[config.mk]
export PLATFORM = sky130hd
export DESIGN_NAME = mem_arbiter_flat
export DESIGN_NICKNAME = d
export VERILOG_FILES = /design/src/rtl/mem_arbiter_if.sv /design/src/rtl/mem_arbiter.sv /design/src/flat_wrapper.sv
export SDC_FILE = /design/constraint.sdc
export NUM_CORES = 1
export LEC_CHECK = 0
export ABC_AREA = 1
export ABC_CLOCK_PERIOD_IN_PS = 1500
export CORE_UTILIZATION = 38
export CTS_CLUSTER_DIAMETER = 40
export CTS_CLUSTER_SIZE = 10
export DETAILED_ROUTE_END_ITERATION = 7
export GPL_TIMING_DRIVEN = 0
export PLACE_DENSITY = 0.84
export RECOVER_POWER = 100
export SLEW_MARGIN = 20
export SYNTH_ARGS = -nofsm -noshare
export SYNTH_HDL_FRONTEND = slang
export SYNTH_SLANG_ARGS = --single-unit
[constraint.sdc]
create_clock -name clk -period 1.5 [get_ports clk]
set_input_delay 0.15 -clock clk [delete_from_list [all_inputs] [get_ports clk]]
set_output_delay 0.15 -clock clk [all_outputs]
set_load 0.01 [all_outputs]
[src/rtl/mem_arbiter_if.sv]
// rtl/mem_arbiter_if.sv - request, grant and memory signals shared by mem_arbiter and its neighbours
interface mem_arbiter_if #(
  parameter int AW = 16,
  parameter int DW = 16
);
  logic          if_req;
  logic [AW-1:0] if_addr;
  logic          if_gnt;
  logic          if_rvalid;
  logic [DW-1:0] if_rdata;
  logic          d_req;
  logic          d_we;
  logic [AW-1:0] d_addr;
  logic [DW-1:0] d_wdata;
  logic          d_gnt;
  logic          d_rvalid;
  logic [DW-1:0] d_rdata;
  logic          mem_en;
  logic          mem_we;
  logic [AW-1:0] mem_addr;
  logic [DW-1:0] mem_wdata;
  logic [DW-1:0] mem_rdata;
  logic          busy;

  modport slave (
    input  if_req, if_addr, d_req, d_we, d_addr, d_wdata, mem_rdata,
    output if_gnt, if_rvalid, if_rdata, d_gnt, d_rvalid, d_rdata,
           mem_en, mem_we, mem_addr, mem_wdata, busy
  );

  modport master (
    output if_req, if_addr, d_req, d_we, d_addr, d_wdata, mem_rdata,
    input  if_gnt, if_rvalid, if_rdata, d_gnt, d_rvalid, d_rdata,
           mem_en, mem_we, mem_addr, mem_wdata, busy
  );
endinterface

[src/rtl/mem_arbiter.sv]
// rtl/mem_arbiter.sv - shares one memory port between fetch (IF) and load/store (D)
// Define ARB_ROUND_ROBIN_EN for alternating arbitration instead of D-priority with starvation guard.
module mem_arbiter #(
  parameter int AW       = 16,
  parameter int DW       = 16,
  parameter int MEM_LAT  = 1,
  parameter int MAX_DPRI = 4
) (
  input logic          clk,
  input logic          nRESET,
  mem_arbiter_if.slave bus
);
  localparam logic [2:0] LAT_C = 3'(MEM_LAT);

  typedef enum logic {IDLE, WAIT} state_e;

  state_e        state_q;
  logic [2:0]    lat_q;
  logic          owner_d_q;
  logic          owner_we_q;
  logic          if_gnt_q, d_gnt_q, if_rvalid_q, d_rvalid_q;
  logic          mem_en_q, mem_we_q, busy_q;
  logic [AW-1:0] mem_addr_q;
  logic [DW-1:0] mem_wdata_q, if_rdata_q, d_rdata_q;
`ifndef ARB_ROUND_ROBIN_EN
  localparam logic [3:0] MAX_DPRI_C = 4'(MAX_DPRI);
  logic [3:0]    starve_q;
`endif

  logic done_d, issue_d, win_d_d;

  always_comb begin
    done_d  = (state_q == WAIT) && (lat_q == 3'd0);
    issue_d = ((state_q == IDLE) || done_d) && (bus.if_req || bus.d_req);
`ifdef ARB_ROUND_ROBIN_EN
    // owner_d_q doubles as "last granted"; it resets to IF so D wins the first contest
    win_d_d = bus.d_req && (!bus.if_req || !owner_d_q);
`else
    win_d_d = bus.d_req && (!bus.if_req || (starve_q != MAX_DPRI_C));
`endif
  end

  always_ff @(posedge clk or negedge nRESET) begin
    if (!nRESET) begin
      state_q     <= IDLE;
      lat_q       <= 3'd0;
      owner_d_q   <= 1'b0;
      owner_we_q  <= 1'b0;
      if_gnt_q    <= 1'b0;
      d_gnt_q     <= 1'b0;
      if_rvalid_q <= 1'b0;
      d_rvalid_q  <= 1'b0;
      mem_en_q    <= 1'b0;
      mem_we_q    <= 1'b0;
      busy_q      <= 1'b0;
      mem_addr_q  <= '0;
      mem_wdata_q <= '0;
      if_rdata_q  <= '0;
      d_rdata_q   <= '0;
`ifndef ARB_ROUND_ROBIN_EN
      starve_q    <= 4'd0;
`endif
    end else begin
      if_gnt_q    <= 1'b0;
      d_gnt_q     <= 1'b0;
      if_rvalid_q <= 1'b0;
      d_rvalid_q  <= 1'b0;
      mem_en_q    <= 1'b0;
      mem_we_q    <= 1'b0;
      if ((state_q == WAIT) && (lat_q != 3'd0)) begin
        lat_q <= lat_q - 3'd1;
      end
      if (done_d) begin
        state_q <= IDLE;
        busy_q  <= 1'b0;
        if (owner_d_q) begin
          d_rvalid_q <= 1'b1;
          if (!owner_we_q) d_rdata_q <= bus.mem_rdata;
        end else begin
          if_rvalid_q <= 1'b1;
          if_rdata_q  <= bus.mem_rdata;
        end
      end
      // a new issue on the completion edge overrides the return to IDLE
      if (issue_d) begin
        state_q   <= WAIT;
        busy_q    <= 1'b1;
        lat_q     <= LAT_C;
        mem_en_q  <= 1'b1;
        owner_d_q <= win_d_d;
        if (win_d_d) begin
          d_gnt_q     <= 1'b1;
          mem_we_q    <= bus.d_we;
          owner_we_q  <= bus.d_we;
          mem_addr_q  <= bus.d_addr;
          mem_wdata_q <= bus.d_wdata;
        end else begin
          if_gnt_q    <= 1'b1;
          owner_we_q  <= 1'b0;
          mem_addr_q  <= bus.if_addr;
          mem_wdata_q <= '0;
        end
`ifndef ARB_ROUND_ROBIN_EN
        if (!win_d_d) begin
          starve_q <= 4'd0;
        end else if (bus.if_req && (starve_q != MAX_DPRI_C)) begin
          starve_q <= starve_q + 4'd1;
        end
`endif
      end
    end
  end

  assign bus.if_gnt    = if_gnt_q;
  assign bus.if_rvalid = if_rvalid_q;
  assign bus.if_rdata  = if_rdata_q;
  assign bus.d_gnt     = d_gnt_q;
  assign bus.d_rvalid  = d_rvalid_q;
  assign bus.d_rdata   = d_rdata_q;
  assign bus.mem_en    = mem_en_q;
  assign bus.mem_we    = mem_we_q;
  assign bus.mem_addr  = mem_addr_q;
  assign bus.mem_wdata = mem_wdata_q;
  assign bus.busy      = busy_q;
endmodule
[src/flat_wrapper.sv]
// flat-port wrapper written by rule: the top's interface ports become plain ports
module mem_arbiter_flat 
#(
  parameter int AW       = 16,
  parameter int DW       = 16,
  parameter int MEM_LAT  = 1,
  parameter int MAX_DPRI = 4
)
  (clk, nRESET, bus_if_req, bus_if_addr, bus_d_req, bus_d_we, bus_d_addr, bus_d_wdata, bus_mem_rdata, bus_if_gnt, bus_if_rvalid, bus_if_rdata, bus_d_gnt, bus_d_rvalid, bus_d_rdata, bus_mem_en, bus_mem_we, bus_mem_addr, bus_mem_wdata, bus_busy);
  mem_arbiter_if #(.AW(AW), .DW(DW)) bus_i ();
  input logic clk;
  input logic nRESET;
  input wire logic [$bits(bus_i.if_req)-1:0] bus_if_req;
  input wire logic [$bits(bus_i.if_addr)-1:0] bus_if_addr;
  input wire logic [$bits(bus_i.d_req)-1:0] bus_d_req;
  input wire logic [$bits(bus_i.d_we)-1:0] bus_d_we;
  input wire logic [$bits(bus_i.d_addr)-1:0] bus_d_addr;
  input wire logic [$bits(bus_i.d_wdata)-1:0] bus_d_wdata;
  input wire logic [$bits(bus_i.mem_rdata)-1:0] bus_mem_rdata;
  output wire logic [$bits(bus_i.if_gnt)-1:0] bus_if_gnt;
  output wire logic [$bits(bus_i.if_rvalid)-1:0] bus_if_rvalid;
  output wire logic [$bits(bus_i.if_rdata)-1:0] bus_if_rdata;
  output wire logic [$bits(bus_i.d_gnt)-1:0] bus_d_gnt;
  output wire logic [$bits(bus_i.d_rvalid)-1:0] bus_d_rvalid;
  output wire logic [$bits(bus_i.d_rdata)-1:0] bus_d_rdata;
  output wire logic [$bits(bus_i.mem_en)-1:0] bus_mem_en;
  output wire logic [$bits(bus_i.mem_we)-1:0] bus_mem_we;
  output wire logic [$bits(bus_i.mem_addr)-1:0] bus_mem_addr;
  output wire logic [$bits(bus_i.mem_wdata)-1:0] bus_mem_wdata;
  output wire logic [$bits(bus_i.busy)-1:0] bus_busy;
  assign bus_i.if_req = bus_if_req;
  assign bus_i.if_addr = bus_if_addr;
  assign bus_i.d_req = bus_d_req;
  assign bus_i.d_we = bus_d_we;
  assign bus_i.d_addr = bus_d_addr;
  assign bus_i.d_wdata = bus_d_wdata;
  assign bus_i.mem_rdata = bus_mem_rdata;
  assign bus_if_gnt = bus_i.if_gnt;
  assign bus_if_rvalid = bus_i.if_rvalid;
  assign bus_if_rdata = bus_i.if_rdata;
  assign bus_d_gnt = bus_i.d_gnt;
  assign bus_d_rvalid = bus_i.d_rvalid;
  assign bus_d_rdata = bus_i.d_rdata;
  assign bus_mem_en = bus_i.mem_en;
  assign bus_mem_we = bus_i.mem_we;
  assign bus_mem_addr = bus_i.mem_addr;
  assign bus_mem_wdata = bus_i.mem_wdata;
  assign bus_busy = bus_i.busy;
  mem_arbiter #(.AW(AW), .DW(DW), .MEM_LAT(MEM_LAT), .MAX_DPRI(MAX_DPRI)) u_core (.clk(clk), .nRESET(nRESET), .bus(bus_i));
endmodule
# == Word-level counts from Yosys, hierarchy flattened ==
# Index checks and enable logic that the tools add are counted.
# word_totals
reg_bits,80
inputBits,69
output_inout_bits,71
wordCells,57
# op_classes
add_sub_neg,2
eq_ne,2
muxes,19
bitwise_logic,3
reduce_logical,16
# op_table
cell,n
2-to-1 mux 16 bit,2
2-to-1 mux 1 bit,13
2-to-1 mux 4 bit,2
2-to-1 mux 3 bit,2
logical AND 1 bit,5
"adder 4 x 1 -> 4 bit, second input constant",1
"!= test 4 x 3 -> 1 bit, second input constant",1
AND reduction 2 bit,2
nonzero test 2 bit,2
logical NOT 3 bit,1
logical OR 1 bit,3
NOT 1 bit,3
AND reduction 3 bit,1
nonzero test 3 bit,1
"subtractor 3 x 1 -> 3 bit, second input constant",1
"!= test 2 bit, second input constant",1
logical NOT 1 bit,1

# == Logic depth before layout (Yosys ltp) ==
# Gate-level depths: netlist of the first run.
# depth
word_depth,5
ltp_mapped,10

# == Least setup slack after synthesis of the first run ==
# Ideal clock, no wire load.
# synth_path
path_type,reg2reg
from,register u_core.lat_q[0]
to,"register u_core.d_rdata_q[10], in the netlist u_core.bus.d_rdata[10]"
arrival_time_ns,1.362
required_ns,1.384
slack_ns,0.022
stages_incl_launch_ff,11
n_path_buf,1
synth_period_minus_slack_ns,1.478
cell_sequence,dfrtp_1 -> inv_1 -> ha_1 -> inv_1 -> nor2_2 -> nand2_2 -> nor2_1 -> nand2_1 -> buf_2 -> nand2_1 -> nand2_1
# synth_between
elab_chain_cells,3
# synth_lines
element,line_no,source
"start, declared",mem_arbiter.sv:18,logic [2:0] lat_q;
"start signal, assigned",mem_arbiter.sv:71,lat_q <= lat_q - 3'd1;
logical NOT 3 bit,mem_arbiter.sv:33,done_d = (state_q == WAIT) && (lat_q == 3'd0);
logical AND 1 bit,mem_arbiter.sv:33,
AND reduction 3 bit (no line),n/a,
"end signal, assigned",mem_arbiter.sv:78,if (!owner_we_q) d_rdata_q <= bus.mem_rdata;
"end, declared",mem_arbiter.sv:24,"logic [DW-1:0] mem_wdata_q, if_rdata_q, d_rdata_q;"
# Every way passes these cells.
# A chain may end at the register's enable or synchronous reset.

# == Worst setup path after layout of the first run ==
# layout_path
from,"register u_core.d_rdata_q[10], in the netlist u_core.bus.d_rdata[10]"
to,output bus_d_rdata[10]
# layout_rtl
element,line_no,source
"end, declared",flat_wrapper.sv:25,output wire logic [$bits(bus_i.d_rdata)-1:0] bus_d_rdata;
# No word-level cell between the ends.

==> results of run 1 <==
-- metal layers --
| metal | wire, µm | GRT usage |
|---|---|---|
| met3 | 500 | 0.0407 |
| met2 | 4640 | 0.363 |
| met1 | 3670 | 0.253 |
| met5 | 0 | 0 |
| met4 | 195 | 0.0846 |
-- cell type report --
class / instances / share of cell area
inverters: 31 / 0.0227
well taps: 105 / 0.0246
multi-input cells: 247 / 0.221
flip-flops and latches: 80 / 0.375
plain buffers: 15 / 0.0246
repair buffers: 162 / 0.295
clock buffers: 9 / 0.0232
clock inverters: 7 / 0.0143
-- through the flow --
stage	TNS (ns)	instance area (µm²)	util
final	0	5340	0.640
after CTS	-0.186	5220	0.625
after detailed placement	-10.13	4850	0.581
after floorplan	0	3310	-
after global routing	-0.0447	5340	0.640
after global placement	-206.98	4830	0.579
-- power by group through the flow --
stage | clock network, mW | logic (mW) | registers [mW]
floorplan | 0 | 1.80 | 4.03
global placement | 0 | 4.47 | 3.65
detailed placement | 0 | 4.65 | 3.67
CTS | 1.65 | 4.96 | 3.66
global route | 1.74 | 5.74 | 3.76
finish | 1.61 | 5.19 | 3.65
-- cell usage in the layout (no fill, tap or decap), drive strengths merged --
cell type	Yosys	routed
nand3	51	51
nor2	12	12
a21oi	1	1
clkbuf	2	12
clkinv	0	1
nor3	1	1
ha	4	4
nand2	152	152
o22ai	1	1
buf	13	35
clkinvlp	0	2
inv	31	34
dfrtp	80	80
bufinv	0	1
dlygate4sd3	0	3
clkdlybuf4s50	0	136
xor2	1	1
o21ai	24	24
-- worst max path at each step --
stage	from	to	slack [ns]
after global placement	nRESET	u_core.bus.mem_addr[3]	-2.51
after CTS	u_core.lat_q[1]	u_core.bus.d_rdata[5]	-0.04
after global routing	u_core.starve_q[0]	u_core.starve_q[1]	-0.02
after floorplan	u_core.lat_q[0]	u_core.bus.d_rdata[10]	0.02
after detailed placement	u_core.lat_q[0]	u_core.bus.d_rdata[13]	-0.30
final	u_core.bus.d_rdata[10]	bus_d_rdata[10]	0.05
-- state kept, by name, summed over array words and instances (netlist names) --
signal                count
u_core.bus.if_gnt         1
u_core.bus.busy           1
u_core.bus.d_gnt          1
u_core.bus.if_rvalid      1
u_core.bus.mem_addr      16
u_core.bus.mem_en         1
u_core.bus.if_rdata      16
u_core.starve_q           4
u_core.owner_d_q          1
u_core.bus.mem_wdata     16
u_core.lat_q              3
u_core.owner_we_q         1
u_core.bus.d_rvalid       1
u_core.bus.d_rdata       16
u_core.bus.mem_we         1
-- cells by family (layout without fill, tap and decap cells) --
group           Yosys count  count (layout)
buf+inv                  46             224
compound gates           26              26
xor+xnor                  1               1
simple gates            216             216
flops                    80              80
fa+ha+maj                 4               4
-- repair_timing --
action                                  4_1_cts  5_1_grt
endpoints found under the hold margin        41        0
cloned                                        1        0
endpoints found under the setup margin       69       67
pin swaps                                    10        4
gates resized for setup                      31       25
hold buffers                                  1        0
setup buffers                                 9       11
==> impl_metrics.tcl, run 1 <==
set metrics [dict create \
    status "finished clean" \
    drc 0 \
    crit_type "flip-flop to primary output" \
    gp_congestion 0.765 \
    ys_types 20 \
    synth_cells 373 \
    yosys.area.top_type "dfrtp_1" \
    setup_viol 0 \
    yosys.area.top_type_share 0.605 \
    synth.area.top_cells "dfrtp_1 61%, nand2_1 17%, nand3_1 7.6%" \
    via_count 3107 \
    synthArstFlopShare 1.00 \
    critical_path_required_ns 1.35 \
    regArea_mm2 0.00200 \
    placed_cells 618 \
    ys_warn_count 0 \
    p_total_mw 10.5 \
    grt_pass1_wl_mm 14.5 \
    r2r_start "u_core.lat_q[0]" \
    synthAdderAreaFrac 0.0151 \
    fin_ws_ns 0.0494 \
    path_buf_inv 1 \
    netlist_area_mm2 0.00331 \
    dp_hpwl_mm 6.52 \
    synth_top_family_by_area "simple AND/OR/NAND/NOR gates" \
    cp.arrival_ns 1.30 \
    p_sw_mw 3.81 \
    tritoncts "done" \
    critPathTopFamily "buffers and inverters" \
    design.core.area_mm2 0.00834 \
    synthXorXnorAreaFrac 0.00265 \
    syn2layout_area_growth_pct 61.4 \
    vdd_ir_drop_max_mv 0.736 \
    drive_gt1_frac 0.147 \
    multi_input_area_mm2 0.00118 \
    r2r_cells 8 \
    synth_top_flop_cell "dfrtp_1" \
    cp-end-kind "primary output" \
    rsz0062_at_grt "yes" \
    clk_latency_ns 0.35 \
    drtAntennaViolNets 0 \
    die_w_um 95.3 \
    io_pins 140 \
    cpPeakStageDelay_ns 0.58 \
    fmax_ghz 0.689 \
    dieArea_mm2 0.00908 \
    fin_crit_ns 1.45 \
    grt_overflow 0 \
    hold_slack_ns 0.323 \
    grt_max_degree 43 \
    start_kind "flip-flop" \
    antenna_found_initial 0 \
    muxShareOfSynthArea 0 \
    pwr-share-seq 0.350 \
    crit_cells 1 \
    finClkSkew_ns 0.0145 \
    track_usage 0.209 \
    post-route-period-util 0.967 \
    reg2reg_slack_ns 0.07 \
    ys_seq_area_frac 0.605 \
    yosys.area_share.simple 0.272 \
    slew_viol_final 0 \
    drt_iter0_markers 116 \
    synth_edf_count 0 \
    first_pass_iters 4 \
    max_slew.worst_pin.slew_ns 0.520 \
    hp-class "input port to async pin" \
    cts_buffers 9 \
    drv_cap 0 \
    n_antenna_cell 0 \
    dp_slack_ns -0.302 \
    grt_pass1_vias 3200 \
    path_max_fanout 2 \
    syn_avg_cell_area_um2 8.87 \
    clockRootBuffer "clkbuf_8" \
    max-clock-path-buffers 2 \
    start_util 0.397 \
    power.density_mw_per_mm2 1960 \
    cts_max_level 3 \
    switching_share 0.364 \
    cts_sinks 80 \
    synth_seq_cells 80 \
    numPortBuffers 139 \
    vias_per_cell 4.74 \
    clock_power_share 0.154 \
    clk_pin_slew_ns 0.09 \
    relSlewSlack 0.654 \
    p_leak_nw 2.58 \
    slowest_stage "clkdlybuf4s50_1" \
    synth_compound_area_frac 0.0443 \
    instances_no_fill 656 \
    row_count 33 \
    power.internal_mw 6.65 \
    fillers 694 \
    yosysMostFrequentCell "nand2_1" \
    nets 619 \
    die_h_um 95.3 \
    synthesis.nets 446 \
    worstPathCellList "clkdlybuf4s50_1" \
    r2r-end "u_core.bus.mem_wdata[13]" \
    hold_violations 0 \
    comb_power_share 0.497 \
    totalWireLength_mm 9.00 \
    wl_per_cell_um 13.7 \
    synthTopCellsByCount "150 x nand2_1, 80 x dfrtp_1, 50 x nand3_1" \
]
(Power assumes the default switching activity.)
==> run 2: changes to the inputs <==
--- a/config.mk
+++ b/config.mk
@@ -6,13 +6,12 @@
 export NUM_CORES = 1
 export LEC_CHECK = 0
 export ABC_AREA = 1
-export ABC_CLOCK_PERIOD_IN_PS = 1500
-export CORE_UTILIZATION = 38
+export ABC_CLOCK_PERIOD_IN_PS = 1700
+export CORE_UTILIZATION = 45
 export CTS_CLUSTER_DIAMETER = 40
 export CTS_CLUSTER_SIZE = 10
 export DETAILED_ROUTE_END_ITERATION = 7
-export GPL_TIMING_DRIVEN = 0
-export PLACE_DENSITY = 0.84
+export PLACE_DENSITY = 0.92
 export RECOVER_POWER = 100
 export SLEW_MARGIN = 20
 export SYNTH_ARGS = -nofsm -noshare
==> constraint.sdc (replaced) <==
create_clock -name clk -period 1.7 [get_ports clk]
set_input_delay 0.34 -clock clk [delete_from_list [all_inputs] [get_ports clk]]
set_output_delay 0.34 -clock clk [all_outputs]
set_load 0.01 [all_outputs]
==> impl_metrics.tcl, run 2 (synthesis gave the netlist of run 1 again) <==
set metrics [dict create \
    path_max_fanout 2 \
    row_count 30 \
    finClkSkew_ns 0.00963 \
    slowest_stage "dlygate4sd3_1" \
    relSlewSlack 0.448 \
    worstPathCellList "dlygate4sd3_1" \
    syn2layout_area_growth_pct 52.5 \
    rsz0062_at_grt "no" \
    cts_buffers 9 \
    antenna_found_initial 0 \
    grt_pass1_wl_mm 14.3 \
    gp_congestion 0.784 \
    cts_max_level 3 \
    drc 0 \
    grt_overflow 0 \
    critPathTopFamily "buffers and inverters" \
    cts_sinks 80 \
    fin_util 0.727 \
    design.core.area_mm2 0.00694 \
    slew_viol_final 0 \
    fillers 509 \
    first_pass_iters 5 \
    grt_max_degree 35 \
    track_usage 0.240 \
    power.density_mw_per_mm2 1680 \
    critical_path_required_ns 1.36 \
    drive_gt1_frac 0.0717 \
    r2r_start "u_core.lat_q[1]" \
    tritoncts "done" \
    path_buf_inv 1 \
    drtAntennaViolNets 0 \
    dp_hpwl_mm 6.54 \
    clockRootBuffer "clkbuf_8" \
    p_leak_nw 2.46 \
    totalWireLength_mm 8.79 \
    layout_commonest_cell "nand2_1" \
    start_kind "flip-flop" \
    dieArea_mm2 0.00770 \
    crit_type "flip-flop to primary output" \
    dpl_cell_area_mm2 0.00489 \
    cp-end-kind "primary output" \
    wl_per_cell_um 14.0 \
    hold_violations 0 \
    die_w_um 87.7 \
    startpoint "u_core.bus.mem_addr[14]" \
    grt_pass1_vias 3074 \
    dp_slack_ns -0.0120 \
    vdd_ir_drop_max_mv 0.839 \
    layout_common_cells "151 x nand2_1, 134 x clkdlybuf4s50_1, 80 x dfrtp_1" \
    fmax_ghz 0.606 \
    fin_area_mm2 0.00505 \
    nets 598 \
    status "finished clean" \
    p_total_mw 8.49 \
    post-route-period-util 0.970 \
    clk_latency_ns 0.34 \
    clk_pin_slew_ns 0.08 \
    n_antenna_cell 0 \
    cp.arrival_ns 1.31 \
    die_h_um 87.7 \
    min_from "u_core.bus.if_rdata[3]" \
    max_slew.worst_pin.slew_ns 0.828 \
    numPortBuffers 139 \
    vias_per_cell 4.88 \
    start_util 0.476 \
    max-clock-path-buffers 2 \
    drt_iter0_markers 124 \
    hp-class "flip-flop to flip-flop" \
    fin_crit_ns 1.65 \
    setup_viol 0 \
    via_count 3057 \
    fin_ws_ns 0.0506 \
    cpPeakStageDelay_ns 0.60 \
    drv_cap 0 \
    io_pins 140 \
]
-- run 2: cell count changes in the layout (fill, tap and decap cells not counted), moves of 4 or more --
cell,delta
nand2_2,-11
o21ai_0,+13
buf_4,-18
buf_6,-7
o21ai_1,-12
nand2_1,+12
inv_6,-4
-- run 2: power by group --
| part | internal [mW] | switching [mW] | total [mW] |
|---|---|---|---|
| sequential | 2.75 | 0.481 | 3.23 |
| combinational | 2.07 | 2.01 | 4.08 |
| clock | 0.528 | 0.647 | 1.18 |
| total | 5.35 | 3.14 | 8.49 |
-- run 2: tightest hold or removal path, stage by stage (launching register included) --
cell and delay (ns):
dfrtp_1 0.35, nand2_1 0.05, nand2_1 0.06
-- run 2: layout make-up --
type | instances | area, µm² | area share
clock inverters | 5 | 33.8 | 0.00669
well taps | 96 | 120 | 0.0238
clock buffers | 11 | 131 | 0.0260
repair buffers | 156 | 1540 | 0.305
flip-flops and latches | 80 | 2000 | 0.397
multi-input cells | 247 | 1100 | 0.218
inverters | 31 | 116 | 0.0231
-- run 2: stage by stage --
stage	hold slack [ns]	std cells	setup TNS (ns)
finish	0.483	626	0
global route	0.499	626	0
CTS	0.485	626	0
detailed placement	0.314	609	-0.0263
global placement	0.304	609	0
floorplan	0.0444	373	0
-- run 2: routing by layer --
| metal | GRT usage | vias to the layer above | wire length [µm] |
|---|---|---|---|
| met2 | 0.424 | 127 | 4480 |
| met1 | 0.282 | 1448 | 3550 |
| met5 | 0 | - | 0 |
| met4 | 0.0656 | 0 | 122 |
| li1 | - | 1468 | - |
| met3 | 0.0782 | 14 | 640 |
-- run 2: path summary, 6_finish.rpt --
check / end / slack (ns) / cells after the start
min in group asynchronous: u_core.bus.if_rdata[14] / 0.64 / 2
worst max-delay path: bus_mem_addr[14] / 0.05 / 1
worst min-delay path: u_core.bus.if_rdata[3] / 0.48 / 2
worst min register to register: u_core.bus.if_rdata[3] / 0.48 / 2
max in group asynchronous: u_core.bus.d_rdata[13] / 0.21 / 3
worst max register to register: u_core.bus.mem_wdata[8] / 0.14 / 8
-- run 2: timing repair --
action | in CTS | in global routing
hold buffers | 1 | 0
setup buffers | 0 | 0
resized for setup | 0 | 2
endpoints found under the hold margin | 32 | 0
setup endpoints to repair | 0 | 16
